File: src/rtl/iopmp_pkg.sv
// Shared IOPMP definitions: register offsets, AXI response codes and the cfg-bridge FSM states.
package iopmp_pkg;

  localparam logic [31:0] IOPMP_VERSION_OFF        = 32'h0000_0000;
  localparam logic [31:0] IOPMP_IMPLEMENTATION_OFF = 32'h0000_0004;
  localparam logic [31:0] IOPMP_CTL_OFF            = 32'h0000_0008;
  localparam logic [31:0] IOPMP_RCD_OFF            = 32'h0000_0010;
  localparam logic [31:0] IOPMP_ERR_INFO_OFF       = 32'h0000_0018;
  localparam logic [31:0] IOPMP_ENTRY_ADDR_OFF     = 32'h0000_0800;
  localparam logic [31:0] IOPMP_ENTRY_CFG_OFF      = 32'h0000_0808;

  localparam logic [1:0] AXI_RESP_OKAY   = 2'b00;
  localparam logic [1:0] AXI_RESP_SLVERR = 2'b10;
  localparam logic [1:0] AXI_RESP_DECERR = 2'b11;

  typedef enum logic [2:0] {
    CFG_IDLE,
    CFG_WR_ACC,
    CFG_WR_RESP,
    CFG_RD_ACC,
    CFG_RD_WAIT,
    CFG_RD_RESP
  } iopmp_cfg_bridge_state_t;

endpackage

File: src/rtl/iopmp_axil_cfg_bridge.sv
// AXI4-Lite subordinate driving the IOPMP single-cycle register-configuration port.
// Optional macro IOPMP_CFG_RDATA_PIPE_EN adds a wait state for a registered-read register file.
module iopmp_axil_cfg_bridge
  import iopmp_pkg::*;
#(
  parameter int unsigned AXI_ADDR_WIDTH = 32,
  parameter int unsigned AXI_DATA_WIDTH = 64,
  parameter logic [63:0] BASE_ADDR      = 64'h5000_0000,
  parameter logic [63:0] WINDOW_BYTES   = 64'h1000
) (
  input  logic                        clk_i,
  input  logic                        rst_i,
  input  logic [AXI_ADDR_WIDTH-1:0]   s_awaddr,
  input  logic                        s_awvalid,
  output logic                        s_awready,
  input  logic [AXI_DATA_WIDTH-1:0]   s_wdata,
  input  logic [AXI_DATA_WIDTH/8-1:0] s_wstrb,
  input  logic                        s_wvalid,
  output logic                        s_wready,
  output logic [1:0]                  s_bresp,
  output logic                        s_bvalid,
  input  logic                        s_bready,
  input  logic [AXI_ADDR_WIDTH-1:0]   s_araddr,
  input  logic                        s_arvalid,
  output logic                        s_arready,
  output logic [AXI_DATA_WIDTH-1:0]   s_rdata,
  output logic [1:0]                  s_rresp,
  output logic                        s_rvalid,
  input  logic                        s_rready,
  output logic [AXI_ADDR_WIDTH-1:0]   address_cfg,
  output logic                        en_cfg,
  output logic                        we_cfg,
  output logic [AXI_DATA_WIDTH-1:0]   wdata_cfg,
  input  logic [AXI_DATA_WIDTH-1:0]   rdata_cfg
);

  localparam int unsigned STRB_W = AXI_DATA_WIDTH / 8;
  localparam logic [AXI_ADDR_WIDTH:0] BASE_EXT = (AXI_ADDR_WIDTH+1)'(BASE_ADDR);
  localparam logic [AXI_ADDR_WIDTH:0] WIN_EXT  = (AXI_ADDR_WIDTH+1)'(WINDOW_BYTES);

  // One extra bit so an address below the base wraps to a huge offset and misses.
  function automatic logic in_window(input logic [AXI_ADDR_WIDTH-1:0] addr);
    logic [AXI_ADDR_WIDTH:0] offset;
    offset = {1'b0, addr} - BASE_EXT;
    return offset < WIN_EXT;
  endfunction

  function automatic logic [AXI_DATA_WIDTH-1:0] lane_to_lsb(input logic [AXI_DATA_WIDTH-1:0] data,
                                                            input logic [2:0] lane);
    return data >> {lane, 3'b000};
  endfunction

  function automatic logic [AXI_DATA_WIDTH-1:0] lsb_to_lane(input logic [AXI_DATA_WIDTH-1:0] data,
                                                            input logic [2:0] lane);
    return data << {lane, 3'b000};
  endfunction

  iopmp_cfg_bridge_state_t state_q, state_d;

  logic                      aw_full_q, w_full_q, wr_first_q;
  logic [AXI_ADDR_WIDTH-1:0] aw_addr_q, ar_addr_q;
  logic [AXI_DATA_WIDTH-1:0] w_data_q, rdata_q;
  logic [STRB_W-1:0]         w_strb_q;
  logic [1:0]                bresp_q, rresp_q;
  logic                      wr_pend, rd_pend, grant_wr, grant_rd;
  logic                      wr_hit, rd_hit, rd_sample;

  assign wr_pend   = aw_full_q & w_full_q;
  assign rd_pend   = s_arvalid;
  assign wr_hit    = in_window(aw_addr_q);
  assign rd_hit    = in_window(ar_addr_q);

  assign s_awready = ~aw_full_q;
  assign s_wready  = ~w_full_q;
  assign s_bvalid  = (state_q == CFG_WR_RESP);
  assign s_rvalid  = (state_q == CFG_RD_RESP);
  assign s_bresp   = bresp_q;
  assign s_rresp   = rresp_q;
  assign s_rdata   = rdata_q;

  always_ff @(posedge clk_i or posedge rst_i) begin
    if (rst_i) begin
      state_q    <= CFG_IDLE;
      aw_full_q  <= 1'b0;
      w_full_q   <= 1'b0;
      wr_first_q <= 1'b1;
      bresp_q    <= AXI_RESP_OKAY;
      rresp_q    <= AXI_RESP_OKAY;
      rdata_q    <= '0;
    end else begin
      state_q <= state_d;
      if (grant_wr || grant_rd) wr_first_q <= ~wr_first_q;
      // Buffers free up as the write issues, so the next AW/W can land during WR_RESP.
      if (state_q == CFG_WR_ACC) begin
        aw_full_q <= 1'b0;
        w_full_q  <= 1'b0;
        bresp_q   <= wr_hit ? AXI_RESP_OKAY : AXI_RESP_DECERR;
      end else begin
        if (s_awvalid && !aw_full_q) aw_full_q <= 1'b1;
        if (s_wvalid && !w_full_q)   w_full_q  <= 1'b1;
      end
      if (rd_sample) begin
        rdata_q <= rd_hit ? lsb_to_lane(rdata_cfg, ar_addr_q[2:0]) : '0;
        rresp_q <= rd_hit ? AXI_RESP_OKAY : AXI_RESP_DECERR;
      end
    end
  end

  always_ff @(posedge clk_i) begin
    if (s_awvalid && !aw_full_q) aw_addr_q <= s_awaddr;
    if (s_wvalid && !w_full_q) begin
      w_data_q <= s_wdata;
      w_strb_q <= s_wstrb;
    end
    if (grant_rd) ar_addr_q <= s_araddr;
  end

  always_comb begin
    state_d     = state_q;
    grant_wr    = 1'b0;
    grant_rd    = 1'b0;
    rd_sample   = 1'b0;
    s_arready   = 1'b0;
    en_cfg      = 1'b0;
    we_cfg      = 1'b0;
    address_cfg = '0;
    wdata_cfg   = '0;
    case (state_q)
      CFG_IDLE: begin
        if (wr_pend && (!rd_pend || wr_first_q)) begin
          grant_wr = 1'b1;
          state_d  = CFG_WR_ACC;
        end else if (rd_pend) begin
          grant_rd  = 1'b1;
          s_arready = 1'b1;
          state_d   = CFG_RD_ACC;
        end
      end
      CFG_WR_ACC: begin
        address_cfg = aw_addr_q;
        wdata_cfg   = lane_to_lsb(w_data_q, aw_addr_q[2:0]);
        en_cfg      = wr_hit && (w_strb_q != '0);
        we_cfg      = en_cfg;
        state_d     = CFG_WR_RESP;
      end
      CFG_WR_RESP: if (s_bready) state_d = CFG_IDLE;
      CFG_RD_ACC: begin
        en_cfg      = rd_hit;
        address_cfg = rd_hit ? ar_addr_q : '0;
`ifdef IOPMP_CFG_RDATA_PIPE_EN
        state_d     = CFG_RD_WAIT;
`else
        rd_sample   = 1'b1;
        state_d     = CFG_RD_RESP;
`endif
      end
`ifdef IOPMP_CFG_RDATA_PIPE_EN
      CFG_RD_WAIT: begin
        en_cfg      = rd_hit;
        address_cfg = rd_hit ? ar_addr_q : '0;
        rd_sample   = 1'b1;
        state_d     = CFG_RD_RESP;
      end
`endif
      CFG_RD_RESP: if (s_rready) state_d = CFG_IDLE;
      default: state_d = CFG_IDLE;
    endcase
  end

endmodule

File: config.mk
export PLATFORM = sky130hd
export DESIGN_NAME = iopmp_axil_cfg_bridge
export DESIGN_NICKNAME = d
export VERILOG_FILES = /design/src/rtl/iopmp_pkg.sv /design/src/rtl/iopmp_axil_cfg_bridge.sv
export SDC_FILE = /design/constraint.sdc
export NUM_CORES = 1
export LEC_CHECK = 0
export ABC_AREA = 0
export CORE_MARGIN = 2
export CORE_UTILIZATION = 49
export CTS_CLUSTER_SIZE = 12
export DETAILED_ROUTE_END_ITERATION = 8
export PLACE_DENSITY = 0.95
export SLEW_MARGIN = 20
export SYNTH_ARGS = -nofsm -noshare
export SYNTH_HDL_FRONTEND = slang
export SYNTH_SLANG_ARGS = --single-unit
export TNS_END_PERCENT = 20
File: constraint.sdc
create_clock -name clk_i -period 6.5 [get_ports clk_i]
set_clock_uncertainty 0.05 [all_clocks]
set_input_delay 1.3 -clock clk_i [delete_from_list [all_inputs] [get_ports clk_i]]
set_output_delay 1.3 -clock clk_i [all_outputs]
set_load 0.05 [all_outputs]
# ---- Yosys cells after proc, flatten, opt, wreduce, memory -nomap -nowiden
# Cells that the tools add are included.
dict set report word_totals {
  register_bits 210
  wordCells 65
}
dict set report op_classes {
  addsub 2
  order_cmp 2
  eq_ne 7
  shifts 2
  muxes 23
  n_bitwise 4
  n_reduce_logical 14
}
# op n
set ops {}
lappend ops {{two-way mux 64 bit} 2}
lappend ops {{< comparator 33 x 13 -> 1 bit (second input constant)} 2}
lappend ops {{subtractor 32 x 31 -> 33 bit (second input constant)} 2}
lappend ops {{case mux 32 bit (2 select lines)} 1}
lappend ops {{<< shifter 64 x 6 -> 64 bit} 1}
lappend ops {{>> shifter 64 x 6 -> 64 bit} 1}
lappend ops {{two-way mux 32 bit} 1}
lappend ops {{case mux 3 bit (5 select lines)} 1}
lappend ops {{two-way mux 3 bit} 4}
lappend ops {{two-way mux 1 bit} 11}
lappend ops {{nonzero test 8 bit} 1}
lappend ops {{== test 3 x 2 -> 1 bit (second input constant)} 2}
lappend ops {{logical AND 1 bit} 4}
lappend ops {{two-way mux 2 bit} 2}
lappend ops {{!= test 2 x 1 -> 1 bit (second input constant)} 2}
lappend ops {{nonzero test 2 bit} 2}
lappend ops {{== test 3 x 1 -> 1 bit (second input constant)} 1}
lappend ops {{== test 3 bit (second input constant)} 1}
lappend ops {{zero test 1 bit} 3}
lappend ops {{zero test 3 bit} 1}
lappend ops {{!= test 3 bit (second input constant)} 1}
lappend ops {{inverter 1 bit} 3}
lappend ops {{AND reduction 3 bit} 1}
lappend ops {{logical OR 1 bit} 2}
lappend ops {{other kinds (2)} 2}

# ---- Longest topological paths before layout
dict set report depth {
  word_depth 6
  depth_mapped 8
  mapped_depth_nobuf 6
}

# ---- Worst setup path after synthesis
# No wires, ideal clock.
dict set report synth_path {
  kind {input-to-output}
  startpoint {input s_arvalid}
  endpoint {output s_arready}
  arrival_time_ps 3763
  setup_slack_ps 1387
  stages 2
  path_buffers 0
  path_cell_list {nand2_1 -> a31oi_1}
}
dict set report synth_via {
  elab_chain_len 5
}
# item line_no
set synth_rtl {}
lappend synth_rtl {{start: declaration} iopmp_axil_cfg_bridge.sv:24} ;# input logic s_arvalid,
lappend synth_rtl {{zero test 1 bit} iopmp_axil_cfg_bridge.sv:130} ;# if (wr_pend && (!rd_pend || wr_first_q)) begin
lappend synth_rtl {{logical OR 1 bit} iopmp_axil_cfg_bridge.sv:130}
lappend synth_rtl {{logical AND 1 bit} iopmp_axil_cfg_bridge.sv:130}
lappend synth_rtl {{two-way mux 1 bit *} iopmp_axil_cfg_bridge.sv:130}
lappend synth_rtl {{two-way mux 1 bit *} iopmp_axil_cfg_bridge.sv:128} ;# case (state_q)
lappend synth_rtl {{end: declaration} iopmp_axil_cfg_bridge.sv:25} ;# output logic s_arready,
# Every way passes the cells marked *; elsewhere a longest branch is shown, timed or not.

# ---- Worst setup path after layout
dict set report layout_path {
  startpoint {register state_q[2]}
  endpoint {output wdata_cfg[26]}
}
dict set report layout_via {
  elab_chain_len 2
}
# item line_no
set layout_rtl {}
lappend layout_rtl {{start: declaration} iopmp_axil_cfg_bridge.sv:58} ;# iopmp_cfg_bridge_state_t state_q, state_d;
lappend layout_rtl {{start signal: assignment} iopmp_axil_cfg_bridge.sv:91} ;# state_q <= state_d;
lappend layout_rtl {{== test 3 x 1 -> 1 bit} iopmp_axil_cfg_bridge.sv:128}
lappend layout_rtl {{two-way mux 64 bit} iopmp_axil_cfg_bridge.sv:128}
lappend layout_rtl {{end: declaration} iopmp_axil_cfg_bridge.sv:33} ;# output logic [AXI_DATA_WIDTH-1:0] wdata_cfg,
# Every way passes these cells.

==> results.sh <==
export IMPL_whs_path_depth=2
export IMPL_first_global_vias=9612
export IMPL_tightest_slew_ns=1.02
export IMPL_antenna_found_initial=2
export IMPL_wl_met1_microns=12700
export IMPL_placementRows=53
export IMPL_muxShareOfSynthArea=0.151
export IMPL_seq_area_sq_um=5890
export IMPL_powerDensity_nw_per_um2=349
export IMPL_hold_buffers=0
export IMPL_wl_microns=37900
export IMPL_synthAdderAreaFrac=0.00236
export IMPL_final_common_cell="clkdlybuf4s50_1"
export IMPL_period_minus_slack_ns=5.31
export IMPL_drt_iter0_markers=686
export IMPL_ys_ff_latch=208
export IMPL_wire_per_inst_microns=25.1
export IMPL_clockBufferDepth=3
export IMPL_max_slew_margin_rel=0.315
export IMPL_h_tree_depth=1
export IMPL_switching_power_w=0.00217
export IMPL_grtUsageTotal=0.323
export IMPL_gp_congestion=0.942
export IMPL_drtPass1Iterations=6
export IMPL_crit_required_ns=5.15
export IMPL_arrival_ns=3.96
export IMPL_whs_endpoint="s_rdata[40]"
export IMPL_clk_latency_ns=0.52
export IMPL_core_area_sq_um=21100
export IMPL_tns_ns=0
export IMPL_hold_start="s_rdata[40]"
export IMPL_report_final_slew_viol_count=0
export IMPL_top_layer="met5"
export IMPL_clock_sinks=208
export IMPL_grt_pass1_wl_microns=55300
export IMPL_synth_async_reset_ratio=0.346
export IMPL_critPathCaptureType="output port"
export IMPL_via_per_inst=6.19
export IMPL_syn_inst=874
export IMPL_fillCellCount=1388
export IMPL_cts_made_buffers=24
export IMPL_cts_setup_buffers=0
export IMPL_p_leak_nw=5.77
export IMPL_drive_gt1_frac=0.101
export IMPL_io_pins=378
export IMPL_synth_avg_cell_area_sq_um=12.1
export IMPL_setup_viol=0
export IMPL_status="finished clean"
export IMPL_pwr_share_clk=0.242
export IMPL_p_comb_frac=0.427
export IMPL_min_period_over_period=0.817
export IMPL_synth_edf_count=136
export IMPL_swShare=0.407
export IMPL_reg2reg_depth=5
export IMPL_syn_num_nets=1083
export IMPL_grt_overflow=0
export IMPL_fin_util=0.725
export IMPL_vdd_ir_drop_max_v=0.000324
export IMPL_final_cell_mix="clkdlybuf4s50_1 (377), edfxtp_1 (136), mux2i_1 (88)"
export IMPL_cts_tree="yes"
export IMPL_cts_root_buf="clkbuf_16"
export IMPL_start_util=0.502
export IMPL_multi_input_area_sq_um=4330
export IMPL_ctsResizeCount=0
export IMPL_fin_nets=1426
export IMPL_max_cap_viol_count=0
export IMPL_worstSetupPathType="reg2out"
export IMPL_synthXorXnorAreaFrac=0.000827
export IMPL_detail_route_antenna_nets=0
export IMPL_clk_pin_slew_worst_paths_ns=0.06
export IMPL_syn_area_sq_um=10600
export IMPL_synth_simple_area_share=0.101
export IMPL_critPathMaxFanout=23
export IMPL_synthFlopType="edfxtp_1"
export IMPL_yosysSeqAreaShare=0.556
export IMPL_die_area_sq_um=22800
export IMPL_finalHoldViolCount=0
export IMPL_regToRegSetupSlack_ns=3.95
export IMPL_dp_cells=1465
export IMPL_synth_top_family_by_area="multiplexers"
export IMPL_dp_hpwl_microns=26900
export IMPL_timing_rr_start="ar_addr_q[0]"
export IMPL_grt_max_degree=74
export IMPL_port_buffers=377
export IMPL_die_y_microns=151
export IMPL_route_met3_wl_microns=4060
export IMPL_synth_compound_area_frac=0.150
export IMPL_power_internal_w=0.00317
export IMPL_die_x_microns=151
export IMPL_startpoint_type="flip-flop"
export IMPL_wl_met2_microns=18600
export IMPL_regToRegEndpoint="s_rdata[53]"
export IMPL_route_detailed_drc=0
export IMPL_grt_setup_unrepaired="false"
export IMPL_syn_to_final_growth_pct=44.3
export IMPL_power_frac_seq=0.332
export IMPL_hp_class="reg2reg"
export IMPL_max_freq_mhz=188
export IMPL_synth_distinct_cells=54
export IMPL_final_cells=1511
export IMPL_via_count=9355
export IMPL_yosys_warnings=0
synth_stat cells, drive strengths merged, types with 9 or more instances:
cell type / count / area [sq um]
a211o: 9 / 78.8
a21oi: 43 / 215
a22o: 26 / 228
a32o: 16 / 160
and2: 24 / 150
buf: 46 / 255
clkbuf: 32 / 120
dfrtp: 71 / 1780
edfxtp: 136 / 4080
inv: 10 / 37.5
mux2: 32 / 360
mux2i: 88 / 881
mux4: 16 / 360
nand2: 59 / 221
nand2b: 11 / 68.8
nand3: 9 / 45.0
nor2: 62 / 240
nor2b: 16 / 100
o211ai: 9 / 67.6
o21ai: 59 / 295
o22ai: 17 / 106
o31ai: 19 / 193
registers in the layout (all words and copies together) (netlist names):
name / count
ar_addr_q: 32
aw_addr_q: 32
aw_full_q: 1
s_bresp: 1
s_rdata: 64
s_rresp: 1
state_q: 3
w_data_q: 64
w_full_q: 1
w_strb_q: 8
wr_first_q: 1
metrics by stage:
step           worst slack, ns  power [W]  hold WS, ns  area, sq um
6_report                  1.19    0.00534        0.435        15300
5_1_grt                   1.03    0.00552        0.454        15300
4_1_cts                   1.26    0.00532        0.435        15300
3_5_place_dp              1.85    0.00402        0.422        14500
3_3_place_gp              1.94    0.00397        0.412        14500
2_1_floorplan             1.39    0.00323        0.455        10600
power groups by stage:
stage | sequential [W] | clock [W] | combinational (W)
after global routing | 0.00179 | 0.00135 | 0.00238
final | 0.00177 | 0.00129 | 0.00228
after CTS | 0.00177 | 0.00130 | 0.00225
after floorplan | 0.00175 | 0 | 0.00148
after global placement | 0.00178 | 0 | 0.00219
after detailed placement | 0.00179 | 0 | 0.00223
worst max-delay path, stage by stage (launching register included):
cell	delay (ns)
dfrtp_1	0.52
or3b_1	0.81
nor3b_2	0.82
a21oi_1	0.15
o21ai_0	0.25
clkdlybuf4s50_1	0.87
final cells by class:
type,instances,share of cell area
Inverter,10,0.00246
Clock buffer,32,0.0454
Timing Repair Buffer,395,0.257
Clock inverter,12,0.00360
Multi-Input combinational cell,578,0.284
Antenna cell,1,0.000164
Tap cell,275,0.0225
Sequential cell,208,0.385
how the worst max path moves through the flow:
| stage | from | to | slack [ns] | cells after the start |
|---|---|---|---|---|
| 2_1_floorplan | s_arvalid | s_arready | 1.39 | 2 |
| 3_3_place_gp | state_q[1] | wdata_cfg[25] | 1.94 | 5 |
| 3_5_place_dp | state_q[1] | wdata_cfg[26] | 1.85 | 5 |
| 4_1_cts | state_q[1] | wdata_cfg[26] | 1.26 | 5 |
| 5_1_grt | state_q[0] | wdata_cfg[26] | 1.03 | 5 |
| 6_report | state_q[2] | wdata_cfg[26] | 1.19 | 5 |
cells by family (layout without fill, tap and decap cells):
kind of cell	Yosys count	in the layout
other cells	0	1
mux	136	136
fa+ha+maj	2	2
flops	208	208
xor+xnor	1	1
compound gates	226	226
simple gates	213	213
buf+inv	88	449
layer usage:
| layer | track usage | up-vias |
|---|---|---|
| met5 | 0 | - |
| met3 | 0.0886 | 152 |
| met1 | 0.358 | 4528 |
| li1 | - | 4018 |
| met2 | 0.561 | 655 |
| met4 | 0.184 | 2 |
Power figures use the tool's default switching activity.
